==> src/rtl/gtech_nibble_deser.sv <==
// rtl/gtech_nibble_deser.sv - serial bit stream to 4-bit nibble deserializer with output FIFO
module gtech_nibble_deser #(
    parameter int MSB_FIRST = 1,
    parameter int DEPTH     = 2
) (
    input  logic       CP,
    input  logic       CD,
    input  logic       SI,
    input  logic       SI_VLD,
    input  logic       SI_SOF,
    output logic       SI_RDY,
    output logic [3:0] D_OUT,
    output logic       D_VLD,
    input  logic       D_RDY,
    output logic       FRM_ERR,
    input  logic       ERR_CLR
);

    localparam int CW = $clog2(DEPTH + 1);
    localparam int PW = (DEPTH > 1) ? $clog2(DEPTH) : 1;

    typedef enum logic {
        SYNC   = 1'b0,
        ACTIVE = 1'b1
    } state_t;

    state_t          state_q, state_d;
    logic [1:0]      bit_cnt_q, bit_cnt_d;
    logic [3:0]      shift_q, shift_d;
    logic [3:0]      mem_q [DEPTH];
    logic [PW-1:0]   wr_ptr_q, wr_ptr_d;
    logic [PW-1:0]   rd_ptr_q, rd_ptr_d;
    logic [CW-1:0]   fifo_cnt_q, fifo_cnt_d;
    logic            frm_err_q, frm_err_d;

    logic            acc;
    logic            pop;
    logic            push;
    logic [3:0]      shift_next;
    logic [3:0]      shift_first;

    function automatic logic [PW-1:0] ptr_inc(input logic [PW-1:0] p);
        return (p == PW'(DEPTH - 1)) ? '0 : p + 1'b1;
    endfunction

    // Ready looks only at registered state so the upstream never sees a D_RDY path.
    assign SI_RDY  = (bit_cnt_q != 2'd3) || (fifo_cnt_q < CW'(DEPTH));
    assign D_VLD   = (fifo_cnt_q != '0);
    assign D_OUT   = D_VLD ? mem_q[rd_ptr_q] : 4'h0;
    assign FRM_ERR = frm_err_q;
    assign acc     = SI_VLD && SI_RDY;
    assign pop     = D_VLD && D_RDY;

    always_comb begin
        if (MSB_FIRST != 0) begin
            shift_next  = {shift_q[2:0], SI};
            shift_first = {3'b000, SI};
        end else begin
            shift_next  = {SI, shift_q[3:1]};
            shift_first = {SI, 3'b000};
        end
    end

    always_comb begin
        state_d   = state_q;
        bit_cnt_d = bit_cnt_q;
        shift_d   = shift_q;
        push      = 1'b0;
        frm_err_d = ERR_CLR ? 1'b0 : frm_err_q;
        if (acc) begin
            if (SI_SOF) begin
                // A new frame restarts assembly; any partial bits are dropped.
                if ((state_q == ACTIVE) && (bit_cnt_q != 2'd0)) begin
                    frm_err_d = 1'b1;
                end
                state_d   = ACTIVE;
                bit_cnt_d = 2'd1;
                shift_d   = shift_first;
            end else if (state_q == ACTIVE) begin
                bit_cnt_d = bit_cnt_q + 2'd1;
                shift_d   = shift_next;
                if (bit_cnt_q == 2'd3) begin
                    push    = 1'b1;
                    shift_d = 4'h0;
                end
            end
        end
    end

    always_comb begin
        wr_ptr_d   = push ? ptr_inc(wr_ptr_q) : wr_ptr_q;
        rd_ptr_d   = pop ? ptr_inc(rd_ptr_q) : rd_ptr_q;
        fifo_cnt_d = fifo_cnt_q;
        case ({push, pop})
            2'b10:   fifo_cnt_d = fifo_cnt_q + 1'b1;
            2'b01:   fifo_cnt_d = fifo_cnt_q - 1'b1;
            default: fifo_cnt_d = fifo_cnt_q;
        endcase
    end

    always_ff @(posedge CP or negedge CD) begin
        if (!CD) begin
            state_q    <= SYNC;
            bit_cnt_q  <= 2'd0;
            shift_q    <= 4'h0;
            wr_ptr_q   <= '0;
            rd_ptr_q   <= '0;
            fifo_cnt_q <= '0;
            frm_err_q  <= 1'b0;
            for (int i = 0; i < DEPTH; i++) begin
                mem_q[i] <= 4'h0;
            end
        end else begin
            state_q    <= state_d;
            bit_cnt_q  <= bit_cnt_d;
            shift_q    <= shift_d;
            wr_ptr_q   <= wr_ptr_d;
            rd_ptr_q   <= rd_ptr_d;
            fifo_cnt_q <= fifo_cnt_d;
            frm_err_q  <= frm_err_d;
            if (push) begin
                mem_q[wr_ptr_q] <= shift_next;
            end
        end
    end

endmodule

==> config.mk <==
export PLATFORM = sky130hd
export DESIGN_NAME = gtech_nibble_deser
export DESIGN_NICKNAME = d
export VERILOG_FILES = /design/src/rtl/gtech_nibble_deser.sv
export SDC_FILE = /design/constraint.sdc
export NUM_CORES = 1
export LEC_CHECK = 0
export ABC_AREA = 1
export CAP_MARGIN = 30
export CELL_PAD_IN_SITES_DETAIL_PLACEMENT = 1
export CELL_PAD_IN_SITES_GLOBAL_PLACEMENT = 2
export CORE_MARGIN = 8
export CORE_UTILIZATION = 33
export CTS_CLUSTER_DIAMETER = 200
export CTS_CLUSTER_SIZE = 40
export DETAILED_ROUTE_END_ITERATION = 12
export GPL_TIMING_DRIVEN = 0
export MAX_ROUTING_LAYER = met4
export PLACE_DENSITY = 0.88
export SYNTH_ARGS = -nofsm -noshare
export SYNTH_HDL_FRONTEND = slang
export SYNTH_SLANG_ARGS = --single-unit
==> constraint.sdc <==
create_clock -name CP -period 2.6 [get_ports CP]
set_input_delay 0.52 -clock CP [delete_from_list [all_inputs] [get_ports CP]]
set_output_delay 0.52 -clock CP [all_outputs]
set_load 0.005 [all_outputs]
# Word-level counts from Yosys, hierarchy flattened
# Index checks and enable logic that the tools add are counted.
# Widths: inputs -> output; s select.
[classes]
n_addsub = 5
n_lt_le_gt_ge = 4
eq_ne = 4
muxes = 23
n_bitwise = 2
n_reduce_logical = 11
[ops]
columns = ["operator", "n"]
rows = [
  ["$mux 4", 5],
  ["$mux 1", 10],
  ["$mux 3", 3],
  ["$bwmux 8", 1],
  ["$reduce_bool 2->1", 4],
  ["$add 2x1->2 const B", 2],
  ["$demux 4 s1", 1],
  ["$eq 2x2->1 const B", 2],
  ["$ge 2x2->1 const B", 2],
  ["$logic_and 1x1->1", 4],
  ["$mux 2", 2],
  ["$not 1->2", 2],
  ["$pmux 2 s2", 1],
  ["$reduce_and 2->1", 2],
  ["$add 1x1->1 const B", 2],
  ["$eq 2x1->1 const B", 1],
  ["$lt 2x1->1 const B", 1],
  ["$lt 2x2->1 const B", 1],
  ["$ne 2x2->1 const B", 1],
  ["$sub 2x1->2 const B", 1],
  ["$logic_or 1x1->1", 1],
]
[totals]
ff_bits = 19
output_inout_bits = 7
wordCells = 58

# Logic depth before layout (Yosys ltp)
[logic_depth]
depth_word = 7
depth_mapped = 10
mapped_depth_nobuf = 10

# Worst setup path before layout
# OpenSTA, ideal clock, no wires.
[synth_path]
kind = "register to register"
start = "reg bit_cnt_q[0]"
end = "reg fifo_cnt_q[1]"
setup_ps = 117
t_arrival_ps = 1622
required_time_ps = 2483
slack_ps = 861
stages_incl_launch_ff = 10
path_cell_list = "dfrtp_1 ha_1 nand2_2 nand2_2 nor2_4 inv_2 ha_1 or2_2 nand4_1 nand2_1"
[synth_between]
elab_cells_between_ends = 12
classes_between = "4 x eq/ne; 5 x mux; 3 x reduce/logical"
[synth_rtl]
columns = ["item", "line_no", "text"]
rows = [
  ["start: declaration", "28", "logic [1:0] bit_cnt_q, bit_cnt_d;"],
  ["start signal: assignment", "115", "bit_cnt_q <= bit_cnt_d;"],
  ["$ne 2x2->1 (*)", "47", "assign SI_RDY = (bit_cnt_q != 2'd3) || (fifo_cnt_q < CW'(DEPTH));"],
  ["$logic_or 1x1->1 (*)", "47", ""],
  ["named net SI_RDY", "11", "output logic SI_RDY,"],
  ["$logic_and 1x1->1 (*)", "51", "assign acc = SI_VLD && SI_RDY;"],
  ["$mux 1 (*)", "70", "if (acc) begin"],
  ["$eq 2x1->1 or $eq 2x2->1 (tied branches)", "94", "case ({push, pop})"],
  ["$pmux 2 s2 or $reduce_bool 2->1 (tied branches)", "--", ""],
  ["end signal: assignment", "119", "fifo_cnt_q <= fifo_cnt_d;"],
  ["end: declaration", "33", "logic [CW-1:0] fifo_cnt_q, fifo_cnt_d;"],
]
# Mark *: on every way through the listed nets, which the timed path passes. The rest lies on a longest branch.
# A chain may end at the register's enable or synchronous reset.

# Worst setup path in the final report
[layout_path]
start = "reg fifo_cnt_q[1]"
end = "out D_OUT[2]"
[layout_between]
elab_chain_len = 2
[layout_lines]
columns = ["item", "line_no", "text"]
rows = [
  ["$reduce_bool 2->1", "48", "assign D_VLD = (fifo_cnt_q != '0);"],
  ["$mux 4", "49", "assign D_OUT = D_VLD ? mem_q[rd_ptr_q] : 4'h0;"],
  ["end: declaration", "12", "output logic [3:0] D_OUT,"],
]
# Every way passes these cells.

==> results <==
[power groups by stage]
stage | registers, mW | logic, mW | clock network (mW)
floorplan | 0.471 | 0.244 | 0
global placement | 0.493 | 0.372 | 0
detailed placement | 0.501 | 0.394 | 0
CTS | 0.493 | 0.395 | 0.163
global route | 0.508 | 0.446 | 0.172
finish | 0.491 | 0.382 | 0.153
[kinds of logic (layout without fill, tap and decap cells)]
group / after synthesis / count (layout)
AO/OA/AOI/OAI: 10 / 10
XOR/XNOR: 2 / 2
adder cells (fa/ha/maj): 4 / 4
buffers and inverters: 13 / 30
flip-flops: 19 / 19
AND/OR/NAND/NOR: 71 / 71
[stage by stage]
step                      instance area (sq um)  hold WS, ns
final                                      1160        0.487
after global routing                       1160        0.511
after CTS                                  1160        0.494
after detailed placement                   1140        0.466
after global placement                     1140        0.459
after floorplan                             967        0.224
[layer usage]
| metal | part of all wire, % | wire (um) |
|---|---|---|
| met4 | 2.4 | 51 |
| met2 | 47 | 1020 |
| met5 | 0 | 0 |
| met1 | 46 | 999 |
| met3 | 4.2 | 90 |
[worst min-delay path: cells and delay by family, from the launching register on]
kind	cells	cell delay (ns)
simple gates	2	0.11
flops	1	0.36
[layout make-up]
class	instances	area [sq um]	area share, %
clock buffer	3	22.5	1.94
clock inverter	1	5.00	0.430
inverter	13	48.8	4.19
multi-input combinational	87	443	38.1
sequential	19	475	40.9
tap	31	38.8	3.33
timing repair buffer	13	130	11.2
[registers in the layout, summed over array words and instances, names as in the netlist]
register    count
rd_ptr_q        1
mem_q           8
wr_ptr_q        1
fifo_cnt_q      2
shift_q         3
bit_cnt_q       2
FRM_ERR         1
state_q         1
[worst paths after layout]
path,depth (start not counted),to,from
max,3,D_OUT[2],fifo_cnt_q[1]
min,2,mem_q[4],mem_q[4]
max reg2reg,10,fifo_cnt_q[1],bit_cnt_q[0]
min reg2reg,2,mem_q[4],mem_q[4]
max in group asynchronous,1,FRM_ERR,CD
min in group asynchronous,1,mem_q[0],CD
[synth_stat cells]
cell | count | area (sq um)
or2_2 | 1 | 6.26
nand4_1 | 1 | 6.26
or2_0 | 1 | 6.26
inv_1 | 11 | 41.3
nand3_1 | 13 | 65.1
nor3b_1 | 2 | 15.0
nand2_2 | 2 | 12.5
xor2_1 | 1 | 8.76
nor2_1 | 3 | 11.3
a21oi_2 | 1 | 8.76
o21ai_1 | 2 | 10.0
nand3_2 | 1 | 10.0
inv_2 | 2 | 7.51
xnor2_1 | 1 | 8.76
nor2_2 | 1 | 6.26
ha_1 | 4 | 50.1
a21oi_1 | 5 | 25.0
a21boi_0 | 1 | 7.51
nand2_1 | 45 | 169
dfrtp_1 | 19 | 475
nor2_4 | 1 | 11.3
o21ai_0 | 1 | 5.00
==> impl_metrics.env <==
export IMPL_timing_final_crit_share_pct=85.5
export IMPL_p_leak_nw=0.585
export IMPL_clk_pin_slew_ns=0.11
export IMPL_avgSynthCellArea_sq_um=8.13
export IMPL_grt_pass1_vias=899
export IMPL_synth_simple_area_share_pct=33.0
export IMPL_holdCritPathClass="reg2reg"
export IMPL_start_kind="register"
export IMPL_rows=19
export IMPL_skew_ns=0.00314
export IMPL_drt_iter0_markers=15
export IMPL_post_cts_hold_buffer_count=0
export IMPL_use_met2_pct=15.8
export IMPL_totalPowerFinal_mw=1.03
export IMPL_ant_nets=0
export IMPL_crit_arrival_ns=1.70
export IMPL_finalSetupViolCount=0
export IMPL_utilization_pct=41.8
export IMPL_synthAdderAreaFrac_pct=5.17
export IMPL_layout_nets=148
export IMPL_core_sq_um=2780
export IMPL_rrSetupSlack_ns=0.69
export IMPL_maxSlewViolCount=0
export IMPL_outcome="finished, final reports clean"
export IMPL_rsz0062_at_grt="false"
export IMPL_wl_per_cell_um=12.9
export IMPL_area_delta_synth_final_pct=20.3
export IMPL_netlist_instances=119
export IMPL_cp_cell_sequence="nor2_1 -> a21oi_1 -> clkdlybuf4s50_1"
export IMPL_final_common_cell="nand2_1"
export IMPL_crit_buf_inv=1
export IMPL_first_pass_iters=4
export IMPL_pwr_share_clk_pct=14.9
export IMPL_synth_top_family_by_area="simple AND/OR/NAND/NOR gates"
export IMPL_cp_top_family="flip-flops"
export IMPL_drive_gt1_share_pct=9.56
export IMPL_synth_xor_area_share_pct=1.81
export IMPL_fmax_mhz=450
export IMPL_irDropWorstVdd_mv=0.382
export IMPL_seq_area_frac_synth_pct=49.2
export IMPL_power_density_nw_per_um2=882
export IMPL_cts_setup_buffers=0
export IMPL_seqPwrFrac_pct=47.9
export IMPL_synth_cell_type_count=22
export IMPL_die_x_um=70.1
export IMPL_top_usage_layer="met2"
export IMPL_synth_compound_area_share_pct=5.82
export IMPL_cts_resized=0
export IMPL_grt_met3_usage_pct=2.40
export IMPL_pre_cts_ws_ns=0.284
export IMPL_end_kind="primary output"
export IMPL_crit_fanout=6
export IMPL_synth_seq_cells=19
export IMPL_min_period_ns=2.22
export IMPL_fillers=362
export IMPL_slowest_delay_ns=0.47
export IMPL_yosys_warnings=0
export IMPL_hold_viol_final=0
export IMPL_place_inst=163
export IMPL_antenna_found_initial=0
export IMPL_cts_tree="yes"
export IMPL_routed_via_density=4.93
export IMPL_switching_share_pct=38.2
export IMPL_slowest_stage="dfrtp_1"
export IMPL_overflow=0
export IMPL_p_int_uw=634
export IMPL_relSlewSlack_pct=41.6
export IMPL_tightestPinTransition_ns=0.874
export IMPL_p_comb_share_pct=37.3
export IMPL_post_route_drc_count=0
export IMPL_finalWeightedCongestion=0.750
export IMPL_crit_required_ns=2.08
export IMPL_fin_tns_setup_ns=0
export IMPL_final_cell_mix="nand2_1 (45), dfrtp_1 (19), nand3_1 (13), clkdlybuf4s50_1 (13), inv_1 (11)"
export IMPL_initial_core_util_pct=34.8
export IMPL_insertion_delay_ns=0.30
export IMPL_cap_violations=0
export IMPL_die_h_um=70.1
export IMPL_cts_sinks=19
export IMPL_synth_nets=130
export IMPL_grt_util_all_layers_pct=10.0
export IMPL_boundaryPins=14
export IMPL_grt_pass1_wl_um=3960
export IMPL_path_class="reg2out"
export IMPL_routed_via_count=823
export IMPL_worst_slack_ns=0.378
export IMPL_clock_root_buffer="clkbuf_4"
export IMPL_htree_num_levels=1
export IMPL_hpwl_um=1730
export IMPL_synthMuxAreaShare_pct=0
export IMPL_drt_wl_total_um=2160
export IMPL_grt_max_degree=20
export IMPL_cts_path_max_buffers=2
export IMPL_io_buffers=13
export IMPL_synth_area_sq_um=967
export IMPL_finalNonFillerCells=167
export IMPL_numCtsBuffers=3
export IMPL_switchingPower_uw=392
export IMPL_use_met1_pct=11.5
export IMPL_die_area_sq_um=4920
export IMPL_diodes=0
(Power assumes the default switching activity.)
